File: src/rtl/noc_link_arbiter.sv
// Round-robin, packet-locked arbiter sharing one NoC output link among NUM_IN sources.
// A source granted on a head flit owns the link until its tail; the output stage is registered.
module noc_link_arbiter #(
  parameter int NUM_IN          = 4,
  parameter int FLIT_DATA_WIDTH = 32,
  parameter int FLIT_TYPE_WIDTH = 2,
  parameter int FLIT_WIDTH      = FLIT_DATA_WIDTH + FLIT_TYPE_WIDTH,
  localparam int GW             = (NUM_IN > 1) ? $clog2(NUM_IN) : 1
) (
  input  logic                         clk,
  input  logic                         rst,
  input  logic [NUM_IN*FLIT_WIDTH-1:0] in_flit,
  input  logic [NUM_IN-1:0]            in_valid,
  output logic [NUM_IN-1:0]            in_ready,
  output logic [FLIT_WIDTH-1:0]        out_flit,
  output logic                         out_valid,
  input  logic                         out_ready,
  output logic [GW-1:0]                grant_id,
  output logic                         locked,
  output logic                         proto_err
);

  localparam logic [FLIT_TYPE_WIDTH-1:0] T_BODY   = FLIT_TYPE_WIDTH'(2'b00);
  localparam logic [FLIT_TYPE_WIDTH-1:0] T_HEAD   = FLIT_TYPE_WIDTH'(2'b01);
  localparam logic [FLIT_TYPE_WIDTH-1:0] T_TAIL   = FLIT_TYPE_WIDTH'(2'b10);
  localparam logic [FLIT_TYPE_WIDTH-1:0] T_SINGLE = FLIT_TYPE_WIDTH'(2'b11);

  typedef enum logic {S_IDLE, S_LOCKED} state_t;

  state_t                     r_state;
  state_t                     w_state_nxt;
  logic [GW-1:0]              r_rr_ptr;
  logic [GW-1:0]              r_grant;
  logic                       r_proto_err;
  logic [FLIT_WIDTH-1:0]      r_out_flit;
  logic                       r_out_valid;

  logic [FLIT_WIDTH-1:0]      w_flits [NUM_IN];
  logic [FLIT_TYPE_WIDTH-1:0] w_type  [NUM_IN];
  logic [NUM_IN-1:0]          w_elig;
  logic [NUM_IN-1:0]          w_bad;
  logic                       w_any;
  logic [GW-1:0]              w_winner;
  logic [GW-1:0]              w_sel;
  logic                       w_load;
  logic                       w_xfer;
  logic                       w_proto;
  logic [FLIT_WIDTH-1:0]      w_sel_flit;
  logic [FLIT_TYPE_WIDTH-1:0] w_sel_type;

  // Per-source decode: a body/tail from anyone but the current owner is a violation.
  always_comb begin
    w_elig = '0;
    w_bad  = '0;
    for (int i = 0; i < NUM_IN; i++) begin
      w_flits[i] = in_flit[i*FLIT_WIDTH +: FLIT_WIDTH];
      w_type[i]  = w_flits[i][FLIT_WIDTH-1 -: FLIT_TYPE_WIDTH];
      w_elig[i]  = in_valid[i] && (w_type[i] == T_HEAD || w_type[i] == T_SINGLE);
      w_bad[i]   = in_valid[i] && (w_type[i] == T_BODY || w_type[i] == T_TAIL) &&
                   !(r_state == S_LOCKED && GW'(i) == r_grant);
    end
  end

  // Round-robin scan starting just after the last owner.
  always_comb begin
    int idx;
    w_any    = 1'b0;
    w_winner = r_rr_ptr;
    idx      = 0;
    for (int k = 1; k <= NUM_IN; k++) begin
      idx = (int'(r_rr_ptr) + k) % NUM_IN;
      if (!w_any && w_elig[GW'(idx)]) begin
        w_any    = 1'b1;
        w_winner = GW'(idx);
      end
    end
  end

  assign w_load     = !r_out_valid || out_ready;
  assign w_sel      = (r_state == S_LOCKED) ? r_grant : w_winner;
  assign w_sel_flit = w_flits[w_sel];
  assign w_sel_type = w_type[w_sel];
  assign w_xfer     = |(in_valid & in_ready);
  assign w_proto    = (|w_bad) || (r_state == S_LOCKED && in_valid[r_grant] &&
                      (w_type[r_grant] == T_HEAD || w_type[r_grant] == T_SINGLE));

  always_ff @(posedge clk or negedge rst) begin
    if (!rst) r_state <= S_IDLE;
    else      r_state <= w_state_nxt;
  end

  // An owner's stray head/single is forwarded but never ends the packet.
  always_comb begin
    w_state_nxt = r_state;
    case (r_state)
      S_IDLE:   if (w_xfer && w_sel_type == T_HEAD) w_state_nxt = S_LOCKED;
      S_LOCKED: if (w_xfer && w_sel_type == T_TAIL) w_state_nxt = S_IDLE;
      default:  w_state_nxt = S_IDLE;
    endcase
  end

  always_comb begin
    in_ready = '0;
    if (rst && w_load) begin
      if (r_state == S_LOCKED) in_ready[r_grant]  = 1'b1;
      else if (w_any)          in_ready[w_winner] = 1'b1;
    end
    locked    = (r_state == S_LOCKED);
    grant_id  = r_grant;
    proto_err = r_proto_err;
    out_flit  = r_out_flit;
    out_valid = r_out_valid;
  end

  always_ff @(posedge clk or negedge rst) begin
    if (!rst) begin
      r_rr_ptr    <= GW'(NUM_IN - 1);
      r_grant     <= '0;
      r_proto_err <= 1'b0;
    end else begin
      if (w_xfer) begin
        if (r_state == S_IDLE) begin
          r_grant <= w_winner;
          if (w_sel_type == T_SINGLE) r_rr_ptr <= w_winner;
        end else if (w_sel_type == T_TAIL) begin
          r_rr_ptr <= r_grant;
        end
      end
      if (w_proto) r_proto_err <= 1'b1;
    end
  end

  always_ff @(posedge clk or negedge rst) begin
    if (!rst) begin
      r_out_flit  <= '0;
      r_out_valid <= 1'b0;
    end else if (w_xfer) begin
      r_out_flit  <= w_sel_flit;
      r_out_valid <= 1'b1;
    end else if (out_ready) begin
      r_out_valid <= 1'b0;
    end
  end

endmodule

File: config.mk
export PLATFORM = sky130hd
export DESIGN_NAME = noc_link_arbiter
export DESIGN_NICKNAME = d
export VERILOG_FILES = /design/src/rtl/noc_link_arbiter.sv
export SDC_FILE = /design/constraint.sdc
export NUM_CORES = 1
export LEC_CHECK = 0
export BUFFER_PORTS_ARGS = -buffer_cell sky130_fd_sc_hd__buf_2
export CAP_MARGIN = 20
export CORE_AREA = 2 2 86 88
export CTS_CLUSTER_DIAMETER = 40
export DETAILED_ROUTE_END_ITERATION = 8
export DIE_AREA = 0 0 88 90
export GPL_TIMING_DRIVEN = 0
export PLACE_DENSITY_LB_ADDON = 0.25
export SYNTH_ARGS = -nofsm -noshare
export SYNTH_HDL_FRONTEND = slang
export SYNTH_SLANG_ARGS = --single-unit
File: constraint.sdc
create_clock -name clk -period 3.4 [get_ports clk]
set_input_delay 0.17 -clock clk [delete_from_list [all_inputs] [get_ports clk]]
set_output_delay 0.17 -clock clk [all_outputs]
set_load 0.005 [all_outputs]
==> results.sh, run 1 <==
export IMPL_vias_per_cell=5.11
export IMPL_cts_tree="done"
export IMPL_fillers=713
export IMPL_setup_tns_ns=0
export IMPL_cts_buffers=5
export IMPL_post_cts_setup_buffers=0
export IMPL_crit_family="compound AO/OA/AOI/OAI gates"
export IMPL_p_per_area_nw_per_um2=856
export IMPL_reg2reg_depth=10
export IMPL_worstReg2RegStart="r_rr_ptr[0]$_DFFE_PN1P_"
export IMPL_r2r_end="out_flit[21]$_DFFE_PN0P_"
export IMPL_gr_total_overflow=0
export IMPL_grt_total_usage_pct=25.6
export IMPL_cts_root_buf="clkbuf_8"
export IMPL_cts_hold_buf=0
export IMPL_slowest_delay_ns=0.56
export IMPL_seq_area_frac_synth_pct=35.2
export IMPL_min_period_over_period_pct=80.2
export IMPL_critPathBufInv=2
export IMPL_dieArea_sq_um=7920
export IMPL_worstPathCellList="and3b_1 -> a311o_1 -> a32o_2 -> o21a_1 -> clkbuf_1 -> clkbuf_1 -> nand2_1 -> nand2_1 -> o21ai_0 -> o21ai_0"
export IMPL_die_h_um=90
export IMPL_outcome="finished clean"
export IMPL_final_cell_mix="nand2_1, buf_2, o21ai_0"
export IMPL_clkSlewWorstSetupHoldPaths_ns=0.08
export IMPL_start_kind="flop"
export IMPL_final_util_pct=58.5
export IMPL_clk_latency_ns=0.30
export IMPL_grt_pass1_vias=3541
export IMPL_fin_area_sq_um=4110
export IMPL_post_cts_resized=0
export IMPL_async_flop_share_pct=100
export IMPL_worstPathRequired_ns=3.57
export IMPL_post_dp_hpwl_um=7770
export IMPL_hp_class="in2async"
export IMPL_multiInputGateArea_sq_um=1750
export IMPL_synth_cell_types=47
export IMPL_drt_pass1_iter_count=5
export IMPL_final_common_cell="nand2_1"
export IMPL_worstMarginPinSlew_ns=0.919
export IMPL_insertedDiodeCount=0
export IMPL_cp_end_kind="flop"
export IMPL_register_area_sq_um=1030
export IMPL_arrival_ns=2.89
export IMPL_yosys_area_top_type="dfrtp_1"
export IMPL_min_period_ns=2.73
export IMPL_grt_max_degree=43
export IMPL_path_max_fanout=10
export IMPL_crit_type="reg2reg"
export IMPL_yosysTopAreaCellShare_pct=33.4
export IMPL_area_growth_pct=40.5
export IMPL_fmax_mhz=367
export IMPL_finalMaxSlewViolations=0
export IMPL_wire_per_inst_um=13.4
export IMPL_finalWirelength_um=9890
export IMPL_syn_inst=446
export IMPL_synth_edf_count=0
export IMPL_initialDrtViolationCount=114
export IMPL_nets=781
export IMPL_syn_num_nets=589
export IMPL_rsz0062_at_grt="no"
export IMPL_r2r_slack_ns=0.67
export IMPL_grt_pass1_wl_um=16300
export IMPL_port_buffers=185
export IMPL_hold_viol_final=0
export IMPL_cts_sinks=41
export IMPL_drive_gt1_share_pct=32.7
export IMPL_cap_violations=0
export IMPL_placementRows=31
export IMPL_vias=3770
export IMPL_setup_violations_final=0
export IMPL_clockBufferDepth=2
export IMPL_ys_warn_count=0
export IMPL_antenna_found_initial=0
export IMPL_relSlewSlack_pct=38.7
export IMPL_p_leak_nw=2.24
export IMPL_syn_avg_cell_area_sq_um=6.55
export IMPL_power_mw=3.51
export IMPL_place_ws_ns=0.666
export IMPL_setup_ws_ns=0.672
export IMPL_place_area_sq_um=3970
export IMPL_ys_ff_latch=41
export IMPL_ys_flop_type="dfrtp_1"
export IMPL_ioPinCount=186
export IMPL_ir_drop_v=0.000395
export IMPL_core_area_sq_um=7020
export IMPL_synth_area_leaders="dfrtp_1, nand2_1, o21ai_0, nand3_1, clkbuf_1"
export IMPL_synthesis_area_sq_um=2920
export IMPL_gp_congestion=0.906
export IMPL_cts_max_level=2
export IMPL_drcViolationCount=0
export IMPL_ant_nets=0
export IMPL_fin_skew_ns=0.00710
export IMPL_fp_dieW_um=88
export IMPL_cp_slowest_cell="dfstp_2"
export IMPL_start_util_pct=41.6
==> final cells by class <==
cell class / count / area share (%)
plain buffers: 32 / 3.11
flip-flops and latches: 41 / 25.1
well taps: 99 / 3.02
multi-input cells: 370 / 42.7
inverters: 3 / 0.274
clock inverters: 3 / 1.58
repair buffers: 185 / 22.6
clock buffers: 5 / 1.68
==> synth_stat cells, types with 2 or more instances <==
library cell and instances:
nand3_1 34, nor2_1 7, clkbuf_1 22, a21o_1 2
mux2_1 2, inv_1 2, nand2b_1 4, a21oi_1 5
o31ai_1 2, a31oi_1 2, o21ai_0 69, buf_1 4
a22oi_1 2, a22o_1 2, buf_2 6, mux2i_1 3
dfstp_2 2, nand2_1 209, dfrtp_1 39
==> registers in the layout, summed over array words and instances, names as in the netlist <==
signal     cells
r_rr_ptr       2
proto_err      1
out_flit      34
grant_id       2
locked         1
out_valid      1
==> worst max path at each step <==
stage,from,end,slack [ns],cells after the start
after global routing,r_rr_ptr[0]$_DFFE_PN1P_,out_flit[29]$_DFFE_PN0P_,0.47,10
after detailed placement,r_rr_ptr[0]$_DFFE_PN1P_,out_flit[21]$_DFFE_PN0P_,0.67,10
after CTS,r_rr_ptr[0]$_DFFE_PN1P_,out_flit[21]$_DFFE_PN0P_,0.68,10
after global placement,r_rr_ptr[0]$_DFFE_PN1P_,r_rr_ptr[1]$_DFFE_PN1P_,0.69,8
after floorplan,r_rr_ptr[0]$_DFFE_PN1P_,r_rr_ptr[0]$_DFFE_PN1P_,0.89,8
final,r_rr_ptr[0]$_DFFE_PN1P_,out_flit[21]$_DFFE_PN0P_,0.67,10
==> cell families after synthesis <==
kind of cell,count (synthesis),share of synthesized area (%)
buf+inv,35,4.75
mux,7,2.95
flops,41,35.2
compound gates,99,20.2
simple gates,264,36.9
==> worst reg2reg max path: stages, from the launching register on <==
cell,delay (ns)
dfstp_2,0.56
and3b_1,0.19
a311o_1,0.31
a32o_2,0.29
o21a_1,0.23
clkbuf_1,0.25
clkbuf_1,0.30
nand2_1,0.15
nand2_1,0.05
o21ai_0,0.16
o21ai_0,0.10
==> power breakdown <==
group	internal, mW	leakage, nW	switching [mW]
clock	0.292	0.0681	0.175
sequential	0.731	0.499	0.131
combinational	0.831	1.67	1.35
==> stage by stage <==
stage          std cells  hold WS [ns]
2_1_floorplan        446        -0.126
3_3_place_gp         730         0.362
3_5_place_dp         730         0.365
5_1_grt              738        0.0777
4_1_cts              738        0.0420
6_report             738      0.000755
==> per-layer routing <==
| metal | wire length [um] | vias up | GRT usage [%] |
|---|---|---|---|
| met1 | 4160 | 1724 | 34.2 |
| met5 | 0 | - | 0 |
| met3 | 698 | 17 | 4.87 |
| met4 | 170 | 0 | 6.67 |
| met2 | 4860 | 156 | 42.0 |
| li1 | - | 1873 | - |
No activity file was read; power rests on OpenSTA's default activity.
==> inputs of run 2 (changes only) <==
Clock period 3.4 ns to 2.63 ns, I/O delays scaled along.
==> run 2 against run 1 <==
The flow now finishes with violations (hold timing, setup timing). Non-clock buffer count rose by 3. Clock-buffer cell count did not move. Setup slack got worse by 0.68 ns. Core utilization rose by 1.5 points. Combinational power rose by 38%. Clock power rose by 29%. Critical endpoint is now r_rr_ptr[1]$_DFFE_PN1P_. Largest power group unchanged.
==> results.sh, run 2 (synthesis gave the netlist of run 1 again) <==
export IMPL_crit_family="multiplexers"
export IMPL_cts_tree="done"
export IMPL_drive_gt1_share_pct=36.4
export IMPL_drt_pass1_iter_count=7
export IMPL_slowest_delay_ns=0.59
export IMPL_worstMarginPinSlew_ns=0.928
export IMPL_clk_latency_ns=0.30
export IMPL_area_growth_pct=44.1
export IMPL_wire_per_inst_um=13.6
export IMPL_multiInputGateArea_sq_um=1800
export IMPL_rsz0062_at_grt="yes"
export IMPL_core_area_sq_um=7020
export IMPL_fin_skew_ns=0.00777
export IMPL_fp_dieW_um=88
export IMPL_crit_type="reg2reg"
export IMPL_insertedDiodeCount=0
export IMPL_grt_pass1_wl_um=16500
export IMPL_drcViolationCount=0
export IMPL_die_h_um=90
export IMPL_finalMaxSlewViolations=0
export IMPL_critPathBufInv=0
export IMPL_cap_violations=0
export IMPL_final_util_pct=60.0
export IMPL_gp_congestion=0.906
export IMPL_hold_worst_slack_ns=-0.0343
export IMPL_clockBufferDepth=2
export IMPL_nets=784
export IMPL_dieArea_sq_um=7920
export IMPL_cts_root_buf="clkbuf_8"
export IMPL_p_leak_nw=2.32
export IMPL_setup_ws_ns=-0.00924
export IMPL_ir_drop_v=0.000548
export IMPL_vias=3821
export IMPL_gr_total_overflow=0
export IMPL_cp_end_kind="flop"
export IMPL_fillers=702
export IMPL_largest_reg_flops=34
export IMPL_reg2reg_depth=8
export IMPL_grt_total_usage_pct=25.8
export IMPL_port_buffers=185
export IMPL_final_common_cell="nand2_1"
export IMPL_min_period_over_period_pct=100
export IMPL_grt_max_degree=43
export IMPL_fmax_mhz=379
export IMPL_ioPinCount=186
export IMPL_violations="hold timing, setup timing"
export IMPL_cts_hold_buf=0
export IMPL_clkSlewWorstSetupHoldPaths_ns=0.08
export IMPL_antenna_found_initial=0
export IMPL_vias_per_cell=5.16
export IMPL_cp_slowest_cell="mux4_2"
export IMPL_hp_class="in2async"
export IMPL_cts_buffers=5
export IMPL_relSlewSlack_pct=38.1
export IMPL_hold_viol_final=39
export IMPL_min_period_ns=2.64
export IMPL_arrival_ns=2.87
export IMPL_worstPathCellList="and3b_1 -> a311o_1 -> a32o_2 -> o21ai_4 -> mux4_2 -> nand2_4 -> a21oi_4 -> mux2_4"
export IMPL_initialDrtViolationCount=111
export IMPL_cts_sinks=41
export IMPL_path_max_fanout=5
export IMPL_worstReg2RegStart="r_rr_ptr[0]$_DFFE_PN1P_"
export IMPL_start_kind="flop"
export IMPL_ant_nets=0
export IMPL_worstPathRequired_ns=2.86
export IMPL_cp_startpoint="r_rr_ptr[0]$_DFFE_PN1P_"
export IMPL_setup_violations_final=2
export IMPL_grt_pass1_vias=3602
export IMPL_outcome="finished, violations left"
export IMPL_placementRows=31
export IMPL_p_per_area_nw_per_um2=1120
export IMPL_cts_max_level=2
export IMPL_finalWirelength_um=10100
export IMPL_register_area_sq_um=1030
export IMPL_final_cell_mix="nand2_1, buf_2, o21ai_0"
export IMPL_post_dp_hpwl_um=7770
export IMPL_start_util_pct=41.6
export IMPL_cp_depth=8
==> run 2: changes by cell type in the layout (fill, tap and decap cells not counted), sizes merged <==
cell / previous run / this run
buf: 195 / 191
clkbuf: 27 / 34
==> run 2: layout make-up <==
| class | instances | share of cell area [%] |
|---|---|---|
| clock inverter | 3 | 1.55 |
| buffer | 31 | 3.66 |
| sequential | 41 | 24.4 |
| clock buffer | 5 | 1.63 |
| inverter | 3 | 0.268 |
| multi-input combinational | 370 | 42.8 |
| tap | 99 | 2.94 |
| timing repair buffer | 189 | 22.7 |
==> run 2: power breakdown <==
part | internal, mW | leakage [nW] | switching (mW)
logic | 1.20 | 1.75 | 1.81
registers | 0.945 | 0.499 | 0.171
clock network | 0.377 | 0.0681 | 0.226
total | 2.52 | 2.32 | 2.21
==> run 2: layer usage <==
metal  up-vias  global-route usage [%]  wire, um
li1       1880                       -         -
met1      1739                    34.3      4160
met2       185                    42.4      4950
met3        17                    4.96       798
met4         0                    7.05       165
met5         -                       0         0
==> run 2: through the flow <==
step	cells	setup TNS [ns]	power, mW	area, sq um	setup WS, ns
2_1_floorplan	446	0	2.97	2920	0.120
3_3_place_gp	730	-0.406	3.91	3970	-0.0819
3_5_place_dp	730	-1.20	3.97	3970	-0.104
4_1_cts	742	0	4.68	4170	0.00739
5_1_grt	741	-1.14	5.20	4210	-0.0941
6_report	741	-0.0178	4.73	4210	-0.00924
==> run 2: final timing paths <==
path                       slack [ns]                  endpoint
setup / recovery               -0.009   r_rr_ptr[1]$_DFFE_PN1P_
max in group asynchronous        2.08  out_flit[15]$_DFFE_PN0P_
setup reg to reg               -0.009   r_rr_ptr[1]$_DFFE_PN1P_
hold / removal                  -0.03   out_flit[4]$_DFFE_PN0P_
hold reg to reg                  0.48   out_flit[4]$_DFFE_PN0P_
min in group clk                 0.10     out_valid$_DFFE_PN0P_
==> run 2: timing repair <==
item                                    4_1_cts  5_1_grt
pin swaps                                     3        2
gates resized for setup                      10       28
endpoints found under the setup margin       33       38
buffers inserted                              4        0
==> inputs of run 3 (changes only) <==
Settings changed: CORE_AREA 2 2 86 88 to 2 2 108 110, DIE_AREA 0 0 88 90 to 0 0 110 112.
==> run 3 against run 2 <==
The run still ends with hold timing, setup timing left. Sequential power is essentially flat. Design area rose by 1.3%. Setup slack worse by 0.0034 ns. Core utilization shrank 22 points. Largest power group unchanged.
==> results.sh, run 3 (synthesis gave the netlist of run 1 again) <==
export IMPL_outcome="finished, violations left"
export IMPL_violations="hold timing, setup timing"
export IMPL_arrival_ns=2.85
export IMPL_finalWirelength_um=10900
export IMPL_setup_ws_ns=-0.0126
export IMPL_power_switching_mw=2.22
export IMPL_clkSlewWorstSetupHoldPaths_ns=0.06
export IMPL_worstReg2RegStart="r_rr_ptr[0]$_DFFE_PN1P_"
export IMPL_start_util_pct=26.1
export IMPL_area_growth_pct=46.0
export IMPL_vias_per_cell=4.76
export IMPL_drt_pass1_iter_count=4
export IMPL_fin_area_sq_um=4270
export IMPL_fin_cells=784
export IMPL_final_common_cell="nand2_1"
export IMPL_nets=783
export IMPL_cp_end_kind="flop"
export IMPL_antenna_found_initial=0
export IMPL_clk_latency_ns=0.28
export IMPL_rsz0062_at_grt="yes"
export IMPL_clockBufferDepth=2
export IMPL_path_max_fanout=5
export IMPL_p_sw_share_pct=46.0
export IMPL_ant_nets=0
export IMPL_r2r_slack_ns=-0.01
export IMPL_place_ws_ns=-0.237
export IMPL_relSlewSlack_pct=37.4
export IMPL_fp_dieW_um=110
export IMPL_cts_buffers=5
export IMPL_final_util_pct=38.2
export IMPL_start_kind="flop"
export IMPL_min_period_over_period_pct=100
export IMPL_fillers=1209
export IMPL_grt_total_usage_pct=17.6
export IMPL_gr_total_overflow=0
export IMPL_fmax_mhz=378
export IMPL_grt_max_degree=43
export IMPL_hp_class="in2async"
export IMPL_r2r_end="r_rr_ptr[1]$_DFFE_PN1P_"
export IMPL_p_leak_nw=2.32
export IMPL_grt_pass1_wl_um=17100
export IMPL_insertedDiodeCount=0
export IMPL_min_period_ns=2.64
export IMPL_drive_gt1_share_pct=35.9
export IMPL_core_area_sq_um=11200
export IMPL_cap_violations=0
export IMPL_fin_skew_ns=0.00452
export IMPL_dp_cells=774
export IMPL_setup_violations_final=2
export IMPL_crit_type="reg2reg"
export IMPL_post_dp_hpwl_um=8740
export IMPL_placementRows=39
export IMPL_drcViolationCount=0
export IMPL_ioPinCount=186
export IMPL_cell_internal_pwr_mw=2.61
export IMPL_final_cell_mix="nand2_1, buf_2, o21ai_0"
export IMPL_hold_worst_slack_ns=-0.000445
export IMPL_combPwrFrac_pct=62.1
export IMPL_hold_viol_final=1
export IMPL_initialDrtViolationCount=156
export IMPL_ir_drop_v=0.000394
export IMPL_gp_congestion=0.892
export IMPL_largest_reg_flops=34
export IMPL_cts_root_buf="clkbuf_16"
export IMPL_cts_max_level=2
export IMPL_p_per_area_nw_per_um2=1130
export IMPL_vias=3731
export IMPL_reg2reg_depth=8
export IMPL_worstPathRequired_ns=2.83
export IMPL_wire_per_inst_um=13.9
export IMPL_worstMarginPinSlew_ns=0.939
export IMPL_cts_sinks=41
export IMPL_sequentialPowerShare_pct=23.3
export IMPL_die_h_um=112
export IMPL_port_buffers=185
export IMPL_place_area_sq_um=4030
export IMPL_cts_tree="done"
export IMPL_dieArea_sq_um=12300
export IMPL_clkPwrFrac_pct=14.6
export IMPL_finalMaxSlewViolations=0
export IMPL_grt_pass1_vias=3675
run 3: changes by cell type in the layout (fill, tap and decap cells not counted), moves of 2 or more:
cell | before | now
buf_2 | 187 | 190
buf_1 | 0 | 2
clkbuf_4 | 4 | 7
clkbuf_2 | 16 | 10
mux2i_1 | 1 | 3
clkbuf_16 | 0 | 5
clkbuf_8 | 5 | 1
run 3: final cells by class:
class,count,area (sq um),share of cell area [%]
multi-input cells,370,1760,41.4
flip-flops and latches,41,1030,24.1
repair buffers,188,948,22.2
well taps,143,179,4.19
plain buffers,31,161,3.78
clock buffers,7,143,3.34
clock inverters,1,30.0,0.704
inverters,3,11.3,0.264
run 3: routing by layer:
| layer | global-route usage [%] | share of wire (%) |
|---|---|---|
| met1 | 21.4 | 41 |
| met2 | 31.5 | 51 |
| met3 | 3.69 | 7.1 |
| met4 | 3.71 | 0.86 |
| met5 | 0 | 0 |
run 3: through the flow:
stage / TNS (ns) / power, mW
after detailed placement: -5.16 / 4.05
after global routing: -0.654 / 5.34
after global placement: -2.74 / 4.02
after floorplan: 0 / 2.97
after CTS: -0.182 / 4.86
final: -0.0236 / 4.83
run 3: worst max-delay path, stage by stage, from the launching register on:
cell and delay (ns):
dfstp_2 0.57, and3b_1 0.21, a311o_1 0.27, a32o_2 0.27, o21ai_4 0.23, mux4_2 0.57, nand2_2 0.10, a21oi_2 0.05
mux2_4 0.30
run 3: what timing repair did:
| action | CTS | global route |
|---|---|---|
| resized for setup | 11 | 28 |
| setup buffers | 3 | 0 |
| pin swaps | 3 | 2 |
| hold buffers | 0 | 0 |
| endpoints found under the setup margin | 36 | 37 |
run 3: worst max path at each step:
| stage | start | endpoint | slack [ns] | cells past startpoint |
|---|---|---|---|---|
| floorplan | r_rr_ptr[0]$_DFFE_PN1P_ | r_rr_ptr[0]$_DFFE_PN1P_ | 0.12 | 8 |
| global placement | r_rr_ptr[0]$_DFFE_PN1P_ | out_flit[3]$_DFFE_PN0P_ | -0.16 | 10 |
| detailed placement | r_rr_ptr[0]$_DFFE_PN1P_ | out_flit[3]$_DFFE_PN0P_ | -0.24 | 10 |
| CTS | r_rr_ptr[0]$_DFFE_PN1P_ | r_rr_ptr[1]$_DFFE_PN1P_ | -0.05 | 8 |
| global route | r_rr_ptr[0]$_DFFE_PN1P_ | r_rr_ptr[1]$_DFFE_PN1P_ | -0.07 | 8 |
| finish | r_rr_ptr[0]$_DFFE_PN1P_ | r_rr_ptr[1]$_DFFE_PN1P_ | -0.01 | 8 |
run 3: power groups by stage:
stage / Combinational (mW) / Clock, mW / Sequential (mW)
floorplan: 1.83 / 0 / 1.14
global placement: 2.89 / 0 / 1.13
detailed placement: 2.92 / 0 / 1.13
CTS: 3.01 / 0.724 / 1.13
global route: 3.43 / 0.751 / 1.16
finish: 3.00 / 0.706 / 1.12
